$ cat src/rtl/sd_cmd_sequencer_if.sv
// Register-port bus between sd_cmd_sequencer (master) and the SD host
// controller's CPU register interface (slave).
//
// Handshake: req=1 marks exactly one register access in that cycle. There is
// no back-pressure, so every access completes in its own cycle. reg_wr_en
// selects a write (1) or a read (0) and means nothing while req=0. Read data
// is valid on reg_rd_data exactly one cycle after the read request.
interface sd_cmd_sequencer_if;
    logic        req;
    logic        reg_wr_en;
    logic [11:0] reg_address;
    logic [31:0] reg_wr_data;
    logic [31:0] reg_rd_data;

    modport master (
        output req, reg_wr_en, reg_address, reg_wr_data,
        input  reg_rd_data
    );

    modport slave (
        input  req, reg_wr_en, reg_address, reg_wr_data,
        output reg_rd_data
    );
endinterface

$ cat src/rtl/sd_cmd_sequencer.sv
// sd_cmd_sequencer: issues the register-write burst for one SD command, polls
// NISR/EISR until the command (and optional data phase) completes, times out
// or the poll watchdog expires, then reports done/error and the response.
// Optional feature macro SEQ_RESP_READ_EN: when defined, R0R/R1R are read into
// 'response' before done; when undefined, response stays 0.
module sd_cmd_sequencer #(
    parameter int POLL_GAP = 4,
    parameter int POLL_MAX = 1024
) (
    input  logic               CLK,
    input  logic               RESET,
    input  logic               start,
    input  logic [5:0]         cmd_index,
    input  logic [31:0]        cmd_arg,
    input  logic               data_present,
    input  logic [11:0]        blk_size,
    input  logic [15:0]        blk_cnt,
    input  logic               multi_blk,
    input  logic               direction,
    input  logic [31:0]        adma_addr,
    sd_cmd_sequencer_if.master bus,
    output logic               busy,
    output logic               done,
    output logic               error,
    output logic [1:0]         err_code,
    output logic [31:0]        response,
    output logic [4:0]         state_dbg
);

    typedef enum logic [4:0] {
        IDLE, WR_ADMA, WR_BSR, WR_BCR, WR_A0, WR_A1, WR_TMR, WR_CR,
        P_NISR, P_EISR, P_CHK, P_GAP,
        R0_RD, R0_CAP, R1_RD, R1_CAP,
        DONE, ERR
    } state_t;

    localparam logic [15:0] POLL_MAX_W = 16'(POLL_MAX);
    localparam logic [8:0]  POLL_GAP_W = 9'(POLL_GAP);

    state_t      state_q, state_d;
    logic [5:0]  idx_q, idx_d;
    logic [31:0] arg_q, arg_d;
    logic        dp_q, dp_d;
    logic [11:0] bsz_q, bsz_d;
    logic [15:0] bcnt_q, bcnt_d;
    logic        multi_q, multi_d;
    logic        dir_q, dir_d;
    logic [31:0] adma_q, adma_d;
    logic [15:0] poll_cnt_q, poll_cnt_d;
    logic [7:0]  gap_cnt_q, gap_cnt_d;
    logic        phase_q, phase_d;       // 0 = CMD poll, 1 = DAT poll
    logic        nisr_hit_q, nisr_hit_d; // NISR completion bit of this iteration
    logic [1:0]  err_code_q, err_code_d;
    logic [31:0] response_q, response_d;

    logic [15:0] poll_inc;
    logic [7:0]  gap_inc;

    // Both counters saturate instead of wrapping.
    assign poll_inc = (poll_cnt_q == 16'hFFFF) ? poll_cnt_q : poll_cnt_q + 16'd1;
    assign gap_inc  = (gap_cnt_q == 8'hFF) ? gap_cnt_q : gap_cnt_q + 8'd1;

    assign busy      = !(state_q inside {IDLE, DONE, ERR});
    assign done      = (state_q == DONE);
    assign error     = (state_q == ERR);
    assign err_code  = err_code_q;
    assign response  = response_q;
    assign state_dbg = state_q;

`ifdef SEQ_RESP_READ_EN
    logic unused_rd_hi;
    assign unused_rd_hi = ^bus.reg_rd_data[31:16];
`else
    logic unused_rd_hi;
    assign unused_rd_hi = ^bus.reg_rd_data[31:2];
`endif

    // State and datapath registers with synchronous active-high reset.
    always_ff @(posedge CLK) begin
        if (RESET) begin
            state_q    <= IDLE;
            idx_q      <= '0;
            arg_q      <= '0;
            dp_q       <= 1'b0;
            bsz_q      <= '0;
            bcnt_q     <= '0;
            multi_q    <= 1'b0;
            dir_q      <= 1'b0;
            adma_q     <= '0;
            poll_cnt_q <= '0;
            gap_cnt_q  <= '0;
            phase_q    <= 1'b0;
            nisr_hit_q <= 1'b0;
            err_code_q <= 2'b00;
            response_q <= '0;
        end else begin
            state_q    <= state_d;
            idx_q      <= idx_d;
            arg_q      <= arg_d;
            dp_q       <= dp_d;
            bsz_q      <= bsz_d;
            bcnt_q     <= bcnt_d;
            multi_q    <= multi_d;
            dir_q      <= dir_d;
            adma_q     <= adma_d;
            poll_cnt_q <= poll_cnt_d;
            gap_cnt_q  <= gap_cnt_d;
            phase_q    <= phase_d;
            nisr_hit_q <= nisr_hit_d;
            err_code_q <= err_code_d;
            response_q <= response_d;
        end
    end

    // Next-state, register-bus outputs and datapath updates.
    always_comb begin
        state_d         = state_q;
        idx_d           = idx_q;
        arg_d           = arg_q;
        dp_d            = dp_q;
        bsz_d           = bsz_q;
        bcnt_d          = bcnt_q;
        multi_d         = multi_q;
        dir_d           = dir_q;
        adma_d          = adma_q;
        poll_cnt_d      = poll_cnt_q;
        gap_cnt_d       = gap_cnt_q;
        phase_d         = phase_q;
        nisr_hit_d      = nisr_hit_q;
        err_code_d      = err_code_q;
        response_d      = response_q;
        bus.req         = 1'b0;
        bus.reg_wr_en   = 1'b0;
        bus.reg_address = 12'h000;
        bus.reg_wr_data = 32'h0;

        case (state_q)
            // busy=0 in DONE/ERR too, so a start there is accepted like in IDLE.
            IDLE, DONE, ERR: begin
                state_d = IDLE;
                if (start) begin
                    idx_d      = cmd_index;
                    arg_d      = cmd_arg;
                    dp_d       = data_present;
                    bsz_d      = blk_size;
                    bcnt_d     = blk_cnt;
                    multi_d    = multi_blk;
                    dir_d      = direction;
                    adma_d     = adma_addr;
                    err_code_d = 2'b00;
                    response_d = '0;
                    state_d    = data_present ? WR_ADMA : WR_A0;
                end
            end
            WR_ADMA: begin
                bus.req = 1'b1; bus.reg_wr_en = 1'b1;
                bus.reg_address = 12'h054;
                bus.reg_wr_data = adma_q;
                state_d = WR_BSR;
            end
            WR_BSR: begin
                bus.req = 1'b1; bus.reg_wr_en = 1'b1;
                bus.reg_address = 12'h004;
                bus.reg_wr_data = {20'h0, bsz_q};
                state_d = WR_BCR;
            end
            WR_BCR: begin
                bus.req = 1'b1; bus.reg_wr_en = 1'b1;
                bus.reg_address = 12'h006;
                bus.reg_wr_data = {16'h0, bcnt_q};
                state_d = WR_A0;
            end
            WR_A0: begin
                bus.req = 1'b1; bus.reg_wr_en = 1'b1;
                bus.reg_address = 12'h008;
                bus.reg_wr_data = {16'h0, arg_q[15:0]};
                state_d = WR_A1;
            end
            WR_A1: begin
                bus.req = 1'b1; bus.reg_wr_en = 1'b1;
                bus.reg_address = 12'h00A;
                bus.reg_wr_data = {16'h0, arg_q[31:16]};
                state_d = WR_TMR;
            end
            WR_TMR: begin
                bus.req = 1'b1; bus.reg_wr_en = 1'b1;
                bus.reg_address = 12'h00C;
                bus.reg_wr_data = {16'h0, 10'b0, multi_q, dir_q, 4'b0};
                state_d = WR_CR;
            end
            // The CR write launches the command, so it is always last.
            WR_CR: begin
                bus.req = 1'b1; bus.reg_wr_en = 1'b1;
                bus.reg_address = 12'h00E;
                bus.reg_wr_data = {16'h0, 2'b00, idx_q, 2'b00, dp_q, 5'b0};
                poll_cnt_d = '0;
                phase_d    = 1'b0;
                state_d    = P_NISR;
            end
            P_NISR: begin
                bus.req = 1'b1;
                bus.reg_address = 12'h030;
                poll_cnt_d = poll_inc;
                state_d    = P_EISR;
            end
            // NISR data returns while EISR is being requested.
            P_EISR: begin
                bus.req = 1'b1;
                bus.reg_address = 12'h032;
                nisr_hit_d = phase_q ? bus.reg_rd_data[1] : bus.reg_rd_data[0];
                state_d    = P_CHK;
            end
            // Decision cycle; it is also the first of the POLL_GAP idle cycles.
            // Checking after EISR lets a timeout beat a same-iteration complete.
            P_CHK: begin
                gap_cnt_d = 8'd1;
                if (bus.reg_rd_data[0]) begin
                    err_code_d = 2'b01;
                    state_d    = ERR;
                end else if (nisr_hit_q) begin
                    if (!phase_q && dp_q) begin
                        phase_d    = 1'b1;
                        poll_cnt_d = '0;
                        state_d    = P_NISR;
                    end else begin
`ifdef SEQ_RESP_READ_EN
                        state_d = R0_RD;
`else
                        state_d = DONE;
`endif
                    end
                end else if (poll_cnt_q == POLL_MAX_W) begin
                    err_code_d = 2'b10;
                    state_d    = ERR;
                end else if (POLL_GAP_W <= 9'd1) begin
                    state_d = P_NISR;
                end else begin
                    state_d = P_GAP;
                end
            end
            P_GAP: begin
                gap_cnt_d = gap_inc;
                if ({1'b0, gap_inc} >= POLL_GAP_W) begin
                    state_d = P_NISR;
                end
            end
`ifdef SEQ_RESP_READ_EN
            R0_RD: begin
                bus.req = 1'b1;
                bus.reg_address = 12'h010;
                state_d = R0_CAP;
            end
            R0_CAP: begin
                response_d[15:0] = bus.reg_rd_data[15:0];
                state_d = R1_RD;
            end
            R1_RD: begin
                bus.req = 1'b1;
                bus.reg_address = 12'h012;
                state_d = R1_CAP;
            end
            R1_CAP: begin
                response_d[31:16] = bus.reg_rd_data[15:0];
                state_d = DONE;
            end
`endif
            default: state_d = IDLE;
        endcase
    end

endmodule

$ cat src/flat_wrapper.sv
// flat-port wrapper written by rule: the top's interface ports become plain ports
module sd_cmd_sequencer_flat 
#(
    parameter int POLL_GAP = 4,
    parameter int POLL_MAX = 1024
)
  (CLK, RESET, start, cmd_index, cmd_arg, data_present, blk_size, blk_cnt, multi_blk, direction, adma_addr, busy, done, error, err_code, response, state_dbg, bus_req, bus_reg_wr_en, bus_reg_address, bus_reg_wr_data, bus_reg_rd_data);
  sd_cmd_sequencer_if bus_i ();
  input  logic CLK;
  input  logic RESET;
  input  logic start;
  input  logic [5:0] cmd_index;
  input  logic [31:0] cmd_arg;
  input  logic data_present;
  input  logic [11:0] blk_size;
  input  logic [15:0] blk_cnt;
  input  logic multi_blk;
  input  logic direction;
  input  logic [31:0] adma_addr;
  output logic busy;
  output logic done;
  output logic error;
  output logic [1:0] err_code;
  output logic [31:0] response;
  output logic [4:0] state_dbg;
  output wire logic [$bits(bus_i.req)-1:0] bus_req;
  output wire logic [$bits(bus_i.reg_wr_en)-1:0] bus_reg_wr_en;
  output wire logic [$bits(bus_i.reg_address)-1:0] bus_reg_address;
  output wire logic [$bits(bus_i.reg_wr_data)-1:0] bus_reg_wr_data;
  input wire logic [$bits(bus_i.reg_rd_data)-1:0] bus_reg_rd_data;
  assign bus_req = bus_i.req;
  assign bus_reg_wr_en = bus_i.reg_wr_en;
  assign bus_reg_address = bus_i.reg_address;
  assign bus_reg_wr_data = bus_i.reg_wr_data;
  assign bus_i.reg_rd_data = bus_reg_rd_data;
  sd_cmd_sequencer #(.POLL_GAP(POLL_GAP), .POLL_MAX(POLL_MAX)) u_core (.CLK(CLK), .RESET(RESET), .start(start), .cmd_index(cmd_index), .cmd_arg(cmd_arg), .data_present(data_present), .blk_size(blk_size), .blk_cnt(blk_cnt), .multi_blk(multi_blk), .direction(direction), .adma_addr(adma_addr), .bus(bus_i), .busy(busy), .done(done), .error(error), .err_code(err_code), .response(response), .state_dbg(state_dbg));
endmodule
$ cat config.mk
export PLATFORM = sky130hd
export DESIGN_NAME = sd_cmd_sequencer_flat
export DESIGN_NICKNAME = d
export VERILOG_FILES = /design/src/rtl/sd_cmd_sequencer_if.sv /design/src/rtl/sd_cmd_sequencer.sv /design/src/flat_wrapper.sv
export SDC_FILE = /design/constraint.sdc
export NUM_CORES = 1
export LEC_CHECK = 0
export ABC_AREA = 1
export CORE_ASPECT_RATIO = 2
export CORE_MARGIN = 2
export CORE_UTILIZATION = 57
export DETAILED_ROUTE_END_ITERATION = 8
export DONT_BUFFER_PORTS = 1
export PLACE_DENSITY = 0.75
export SETUP_SLACK_MARGIN = 0.2
export SYNTH_ARGS = -nofsm -noshare
export SYNTH_HDL_FRONTEND = slang
export SYNTH_SLANG_ARGS = --single-unit
$ cat constraint.sdc
create_clock -name CLK -period 1.55 [get_ports CLK]
set_input_delay 0 -clock CLK [delete_from_list [all_inputs] [get_ports CLK]]
set_output_delay 0 -clock CLK [all_outputs]
set_load 0.01 [all_outputs]
==> flow_summary.json, run 1 <==
{
  "status": "aborted with a tool error",
  "stop_stage": "global routing (5_1_grt)",
  "stop_error": "[ERROR GRT-0232] Routing congestion too high. Check the congestion heatmap in the GUI.",
  "syn_inst": 993,
  "ys_seq_area_frac": 0.403,
  "synth.area.top_cells": "dfxtp_1 40%, nor2_1 14%, nand2_1 11%",
  "cts_max_path_buffers": 2,
  "place_hpwl_um": 14700,
  "ys_top_cells_by_count": "242 x nor2_1, 193 x nand2_1, 134 x dfxtp_1",
  "place_congestion": 0.911,
  "numCtsBuffers": 17,
  "synth_top_area_frac": 0.403,
  "synth.most_common_cell": "nor2_1",
  "cts_sinks": 134,
  "track_usage": 0.651,
  "yosys_warnings": 0,
  "synth_ff_type": "dfxtp_1",
  "grt_max_degree": 104,
  "dp_slack_ns": -0.0607,
  "clockRootBuffer": "clkbuf_16",
  "synth_top_area_cell": "dfxtp_1",
  "yosys.cell_types.count": 38,
  "syn_avg_cell_area_um2": 6.71,
  "htree_num_levels": 4,
  "synth_edf_count": 0,
  "grt_overflow": 14,
  "placed_area_mm2": 0.00720,
  "synth-seq-cells": 134,
  "start_util": 0.587,
  "die_w_um": 80.5,
  "fp.dieH_um": 157,
  "core.rowCount": 55,
  "pin_count": 224,
  "netlist_area_mm2": 0.00666,
  "async_reset_ff_frac": 0,
  "port_buffers": 0
}
-- per-layer routing --
metal / track usage / overflow
met1: 0.637 / 0
met2: 0.888 / 7
met4: 0.726 / 7
met5: 0.00870 / 0
met3: 0.361 / 0
-- through the flow --
step,TNS [ns],std cells
after floorplan,0,1030
after global placement,-0.103,1166
after detailed placement,-0.186,1166
after CTS,-26.63,1340
-- kinds of logic after synthesis --
| logic type | share of synthesized area |
|---|---|
| AOI/OAI and AO/OA | 0.136 |
| xor gates and xnor gates | 0.00526 |
| DFF | 0.403 |
| buffers and inverters | 0.119 |
| and+or+nand+nor | 0.331 |
| other | 0.000563 |
| adders and majority gates | 0.00563 |
-- timing repair --
action / in CTS
pin swaps: 38
hold buffers: 106
hold endpoints to repair: 130
buffers inserted: 27
gates resized for setup: 132
cloned: 9
setup endpoints to repair: 175
==> inputs of run 2 (changes only) <==
--- a/config.mk
+++ b/config.mk
@@ -6,13 +6,11 @@
 export NUM_CORES = 1
 export LEC_CHECK = 0
 export ABC_AREA = 1
-export CORE_ASPECT_RATIO = 2
 export CORE_MARGIN = 2
-export CORE_UTILIZATION = 57
+export CORE_UTILIZATION = 40
 export DETAILED_ROUTE_END_ITERATION = 8
 export DONT_BUFFER_PORTS = 1
-export PLACE_DENSITY = 0.75
-export SETUP_SLACK_MARGIN = 0.2
+export PLACE_DENSITY_LB_ADDON = 0.15
 export SYNTH_ARGS = -nofsm -noshare
 export SYNTH_HDL_FRONTEND = slang
 export SYNTH_SLANG_ARGS = --single-unit
==> constraint.sdc (replaced) <==
create_clock -name CLK -period 2.02 [get_ports CLK]
set_input_delay 0 -clock CLK [delete_from_list [all_inputs] [get_ports CLK]]
set_output_delay 0 -clock CLK [all_outputs]
set_load 0.01 [all_outputs]
==> run 2 against run 1 <==
Against the previous run:
- the flow now finishes without violations
- synthesized cell count unchanged
- area after synthesis unchanged
==> flow_summary.json, run 2 <==
{
  "drt_wl_total_um": 19500,
  "skew_ns": 0.0123,
  "dieArea_mm2": 0.0177,
  "fin_cells": 1332,
  "synth.area.top_cells": "dfxtp_1 40%, nor2_1 14%, nand2_1 11%",
  "drive_gt1_frac": 0.101,
  "num_antenna_cells": 0,
  "cts_tree": "built",
  "worstHoldPathCells": 4,
  "cts_max_path_buffers": 2,
  "pin_count": 224,
  "regToRegSetupSlack_ns": 0.28,
  "setup_slack_ns": 0.0914,
  "synth_top_area_frac": 0.403,
  "clk_latency_ns": 0.43,
  "layout.nets": 1238,
  "whs_endpoint": "u_core.adma_q[29]",
  "crit_chain": "nor2_4 -> nand2_2 -> clkinvlp_4 -> nand2_1 -> nand2_1 -> a21oi_1 -> nand4_1",
  "power_density_mw_per_mm2": 1080,
  "area_delta_synth_final_pct": 29.4,
  "synth_edf_count": 0,
  "cpMaxStageDelayCell": "dfxtp_2",
  "layout_common_cells": "240 x nor2_1, 188 x nand2_1, 130 x dfxtp_1",
  "power.total_w": 0.00929,
  "syn_avg_cell_area_um2": 6.71,
  "grt_pass1_vias": 5949,
  "hold_start": "RESET",
  "cts_sinks": 134,
  "core.rowCount": 47,
  "worstMarginPinSlew_ns": 0.604,
  "path_clk_slew_ns": 0.06,
  "place_hpwl_um": 13100,
  "viasPerCell": 4.80,
  "drc": 0,
  "final_common_cell": "nor2_1",
  "reg_top3": "u_core.adma_q (32), u_core.arg_q (32)",
  "die_w_um": 133,
  "first_pass_iters": 5,
  "synth_top_area_cell": "dfxtp_1",
  "port_buffers": 0,
  "ant_nets": 0,
  "yosys_warnings": 0,
  "r2r_start": "u_core.poll_cnt_q[0]",
  "wire_per_inst_um": 14.6,
  "grt_max_degree": 67,
  "grt_pass1_wl_um": 30600,
  "synth-seq-cells": 134,
  "cp.arrival_ns": 1.93,
  "async_reset_ff_frac": 0,
  "required_ns": 2.02,
  "start_util": 0.406,
  "clockRootBuffer": "clkbuf_16",
  "slowest_delay_ns": 0.43,
  "hp-class": "input pin to register",
  "dp_slack_ns": 0.219,
  "min_period_over_period": 0.955,
  "end_kind": "output pin",
  "status": "finished clean",
  "rr_endpoint": "u_core.poll_cnt_q[15]",
  "fmax_mhz": 519,
  "finalCriticalPeriod_ns": 1.93,
  "fp.dieH_um": 133,
  "p_leak_nw": 3.67,
  "place_congestion": 0.840,
  "vias": 6393,
  "reg2reg_depth": 10,
  "fill_cells": 1590,
  "synth_ff_type": "dfxtp_1",
  "synth.most_common_cell": "nor2_1",
  "syn_inst": 993,
  "maxSlewViolCount": 0,
  "finalHoldViolations": 0,
  "crit_top_cell": "nand2_1",
  "core_area_mm2": 0.0164,
  "start_kind": "register",
  "crit_type": "register to output pin",
  "setup_viol": 0,
  "fin_util": 0.526,
  "grt_overflow": 0,
  "drt_iter0_drc": 431,
  "yosys.cell_types.count": 38,
  "track_usage": 0.221,
  "antenna_found_initial": 0,
  "rsz0062_at_grt": "true",
  "crit_fanout": 6,
  "htree_num_levels": 4,
  "ys_top_cells_by_count": "242 x nor2_1, 193 x nand2_1, 134 x dfxtp_1",
  "numCtsBuffers": 17,
  "dp_cells": 1189,
  "netlist_area_mm2": 0.00666,
  "maxCapViolCount": 0,
  "ir_drop_v": 0.000710,
  "max_slew_margin": 0.598,
  "ys_seq_area_frac": 0.403
}
==> run 2: critical path, delay by kind of cell (launching register included) <==
family                 cells  cell delay (ns)
AOI/OAI and AO/OA          1             0.23
buffers and inverters      1             0.21
DFF                        1             0.43
and+or+nand+nor            5             0.64
==> run 2: cells by family (layout without fill, tap and decap cells) <==
logic type | Yosys count | count (layout) | share of synthesized area
adders and majority gates | 3 | 3 | 0.00563
and+or+nand+nor | 524 | 524 | 0.331
other | 1 | 38 | 0.000563
buffers and inverters | 155 | 237 | 0.119
AOI/OAI and AO/OA | 172 | 172 | 0.136
xor gates and xnor gates | 4 | 4 | 0.00526
DFF | 134 | 134 | 0.403
==> run 2: per-layer routing <==
metal	global-route usage	part of all wire	up-vias
li1	-	-	3312
met1	0.271	0.44	2915
met2	0.376	0.49	145
met3	0.0602	0.053	21
met4	0.0759	0.015	0
met5	0	0	-
==> run 2: area by class of cell <==
cell class | instances | area (um^2) | area share
repair inverters | 1 | 7.51 | 0.000871
inverters | 70 | 287 | 0.0332
clock inverters | 14 | 195 | 0.0226
well taps | 220 | 275 | 0.0319
clock buffers | 18 | 439 | 0.0509
multi-input cells | 741 | 3390 | 0.394
repair buffers | 134 | 1330 | 0.155
flip-flops and latches | 134 | 2690 | 0.312
==> run 2: where the power goes <==
part,switching [W],internal [W]
clock,0.00123,0.00211
sequential,0.000268,0.00321
combinational,0.00161,0.000854
total,0.00311,0.00618
==> run 2: timing repair <==
| action | in CTS | in global routing |
|---|---|---|
| endpoints found under the setup margin | 19 | 17 |
| pin swaps | 3 | 3 |
| hold buffers | 105 | 0 |
| resized for setup | 15 | 18 |
| buffers inserted | 5 | 0 |
| endpoints found under the hold margin | 130 | 0 |
| cloned | 1 | 0 |
==> run 2: worst max-delay path by stage <==
stage	startpoint	to	slack [ns]	cells past startpoint
floorplan	u_core.state_dbg[0]	u_core.adma_q[22]	0.52	8
global placement	u_core.state_dbg[2]	bus_reg_wr_data[12]	0.21	9
detailed placement	u_core.state_dbg[2]	bus_reg_wr_data[12]	0.22	9
CTS	u_core.state_dbg[2]	bus_reg_wr_data[12]	0.0008	9
global route	u_core.state_dbg[3]	bus_reg_wr_data[11]	-0.006	8
finish	u_core.state_dbg[3]	bus_reg_wr_data[9]	0.09	7
==> run 2: metrics by stage <==
| stage | hold WS [ns] | area [um^2] | TNS, ns |
|---|---|---|---|
| 3_5_place_dp | 0.0766 | 6790 | 0 |
| 3_3_place_gp | 0.0748 | 6790 | 0 |
| 6_report | 0.0121 | 8620 | 0 |
| 2_1_floorplan | 0.135 | 6800 | 0 |
| 4_1_cts | 0.00231 | 8560 | 0 |
| 5_1_grt | 0.0333 | 8620 | -0.00575 |
Note: power is estimated with default switching activity, not from simulation.
==> inputs of run 3 (changes only) <==
--- a/config.mk
+++ b/config.mk
@@ -6,8 +6,10 @@
 export NUM_CORES = 1
 export LEC_CHECK = 0
 export ABC_AREA = 1
+export CELL_PAD_IN_SITES_DETAIL_PLACEMENT = 1
+export CELL_PAD_IN_SITES_GLOBAL_PLACEMENT = 1
 export CORE_MARGIN = 2
-export CORE_UTILIZATION = 40
+export CORE_UTILIZATION = 44
 export DETAILED_ROUTE_END_ITERATION = 8
 export DONT_BUFFER_PORTS = 1
 export PLACE_DENSITY_LB_ADDON = 0.15
==> run 3 against run 2 <==
Against the previous run:
- critical path depth up 3
- clock-buffer cell count grew 1
- register-to-register slack got worse by 0.21 ns
- sequential power rose by 2%
- hold slack improved by 0.073 ns
- non-clock buffer count is 2 higher
- combinational power grew 7%
- clock power decreased by 1%
- cell count is 2.4% lower
- clock skew increased by 0.0013 ns
- largest cell class unchanged
- highest routed layer unchanged
==> flow_summary.json, run 3 (synthesis results as in run 2) <==
{
  "cpMaxStageDelayCell": "dfxtp_4",
  "vias": 7075,
  "track_usage": 0.308,
  "port_buffers": 0,
  "drc": 0,
  "core_area_mm2": 0.0146,
  "finalCriticalPeriod_ns": 1.99,
  "hold_start": "RESET",
  "start_kind": "register",
  "min_period_over_period": 0.984,
  "required_ns": 2.02,
  "fin_setup_tns_ns": 0,
  "clockRootBuffer": "clkbuf_16",
  "crit_fanout": 12,
  "wire_per_inst_um": 19.6,
  "grt_overflow": 0,
  "core.rowCount": 44,
  "crit_chain": "inv_4 -> nand2_2 -> nor2_1 -> nand2_2 -> clkinvlp_4 -> buf_12 -> nand2_1 -> nand2_2 -> a21oi_4 -> nand4_1",
  "regToRegSetupSlack_ns": 0.07,
  "viasPerCell": 5.44,
  "maxSlewViolCount": 0,
  "status": "finished clean",
  "grt_pass1_wl_um": 38900,
  "place_congestion": 0.900,
  "cp.arrival_ns": 1.99,
  "ir_drop_v": 0.000677,
  "ant_nets": 0,
  "dieArea_mm2": 0.0161,
  "skew_ns": 0.0136,
  "grt_max_degree": 84,
  "crit_top_cell": "nand2_2",
  "fin_area_mm2": 0.00860,
  "fmax_mhz": 503,
  "hp-class": "input pin to register",
  "drt_iter0_drc": 556,
  "layout_common_cells": "240 x nor2_1, 185 x nand2_1, 129 x dfxtp_1",
  "placed_area_mm2": 0.00668,
  "reg_top3": "u_core.adma_q (32), u_core.arg_q (32)",
  "first_pass_iters": 5,
  "start_util": 0.455,
  "cts_sinks": 134,
  "crit_type": "register to output pin",
  "finalHoldViolations": 0,
  "grt_pass1_vias": 7409,
  "slowest_delay_ns": 0.40,
  "drt_wl_total_um": 25500,
  "layout.nets": 1240,
  "area_delta_synth_final_pct": 29.0,
  "whs_endpoint": "u_core.bsz_q[0]",
  "r2r_start": "u_core.state_dbg[1]",
  "final_common_cell": "nor2_1",
  "place_hpwl_um": 14200,
  "htree_num_levels": 4,
  "maxCapViolCount": 0,
  "cts_tree": "built",
  "clk_latency_ns": 0.42,
  "rr_endpoint": "u_core.bcnt_q[3]",
  "drive_gt1_frac": 0.103,
  "end_kind": "output pin",
  "pin_count": 224,
  "cts_max_path_buffers": 2,
  "numCtsBuffers": 17,
  "power_density_mw_per_mm2": 1110,
  "fp.dieH_um": 127,
  "reg2reg_depth": 7,
  "die_w_um": 127,
  "path_clk_slew_ns": 0.06,
  "p_leak_nw": 3.66,
  "setup_viol": 0,
  "antenna_found_initial": 2,
  "worstHoldPathCells": 4
}
==> run 3: cell count changes in the layout (fill, tap and decap cells not counted), sizes merged <==
cell         delta
clkbuf          +1
dlygate4sd3     +1
inv             -3
clkinvlp        +1
buf             +1
diode           +3
==> run 3: stage by stage <==
step	std cells	hold slack, ns	setup slack (ns)	total power, W	utilization
finish	1300	0.0855	0.0332	0.00951	0.587
global route	1300	0.104	-0.0175	0.00991	0.587
CTS	1295	0.0609	0.0136	0.00921	0.583
detailed placement	1148	0.0744	0.143	0.00560	0.456
global placement	1148	0.0725	0.166	0.00556	0.456
floorplan	1030	0.135	0.524	0.00508	-
==> run 3: cell type report <==
cell class                      count  area (um^2)
Inverter                           70          287
Clock inverter                     12          180
Antenna cell                        3         7.51
Multi-Input combinational cell    741         3410
Fill cell                        1854         6050
Sequential cell                   134         2690
Clock buffer                       19          433
Timing Repair inverter              1         7.51
Tap cell                          184          230
Timing Repair Buffer              136         1350
==> run 3: how the worst max path moves through the flow <==
stage                     cells past startpoint  slack [ns]                   to                 from
after global placement                        9        0.17  bus_reg_wr_data[12]  u_core.state_dbg[2]
final                                        10        0.03  bus_reg_wr_data[10]  u_core.state_dbg[0]
after detailed placement                      9        0.14  bus_reg_wr_data[12]  u_core.state_dbg[2]
after floorplan                               8        0.52    u_core.adma_q[22]  u_core.state_dbg[0]
after global routing                          7       -0.02  bus_reg_wr_data[15]  u_core.state_dbg[1]
after CTS                                     7        0.01  bus_reg_wr_data[13]  u_core.state_dbg[1]
==> run 3: what timing repair did <==
item                                    in CTS  in global routing
endpoints found under the hold margin      130                  0
hold buffers                               106                  0
endpoints found under the setup margin      21                 20
pin swaps                                    5                  4
resized for setup                           23                 15
cloned                                       1                  0
buffers inserted                             9                  2
==> run 3: report_power, final <==
group / total (W) / switching [W] / internal [W] / leakage, nW
combinational: 0.00264 / 0.00181 / 0.000832 / 2.26
clock: 0.00330 / 0.00124 / 0.00206 / 0.293
sequential: 0.00356 / 0.000345 / 0.00322 / 1.11
total: 0.00951 / 0.00340 / 0.00611 / 3.66
==> run 3: critical path, delay by kind of cell, from the launching register on <==
kind                   cells  cell delay, ns
and+or+nand+nor            6            0.63
buffers and inverters      3            0.33
DFF                        1            0.40
AOI/OAI and AO/OA          1            0.19
==> run 3: metal layers <==
layer  GRT usage  vias to the layer above  routed length [um]
li1            -                     3317                   -
met1       0.339                     3455               10000
met2       0.548                      243               13200
met3      0.0775                       60                1280
met4       0.158                        0                1000
met5           0                        -                   0
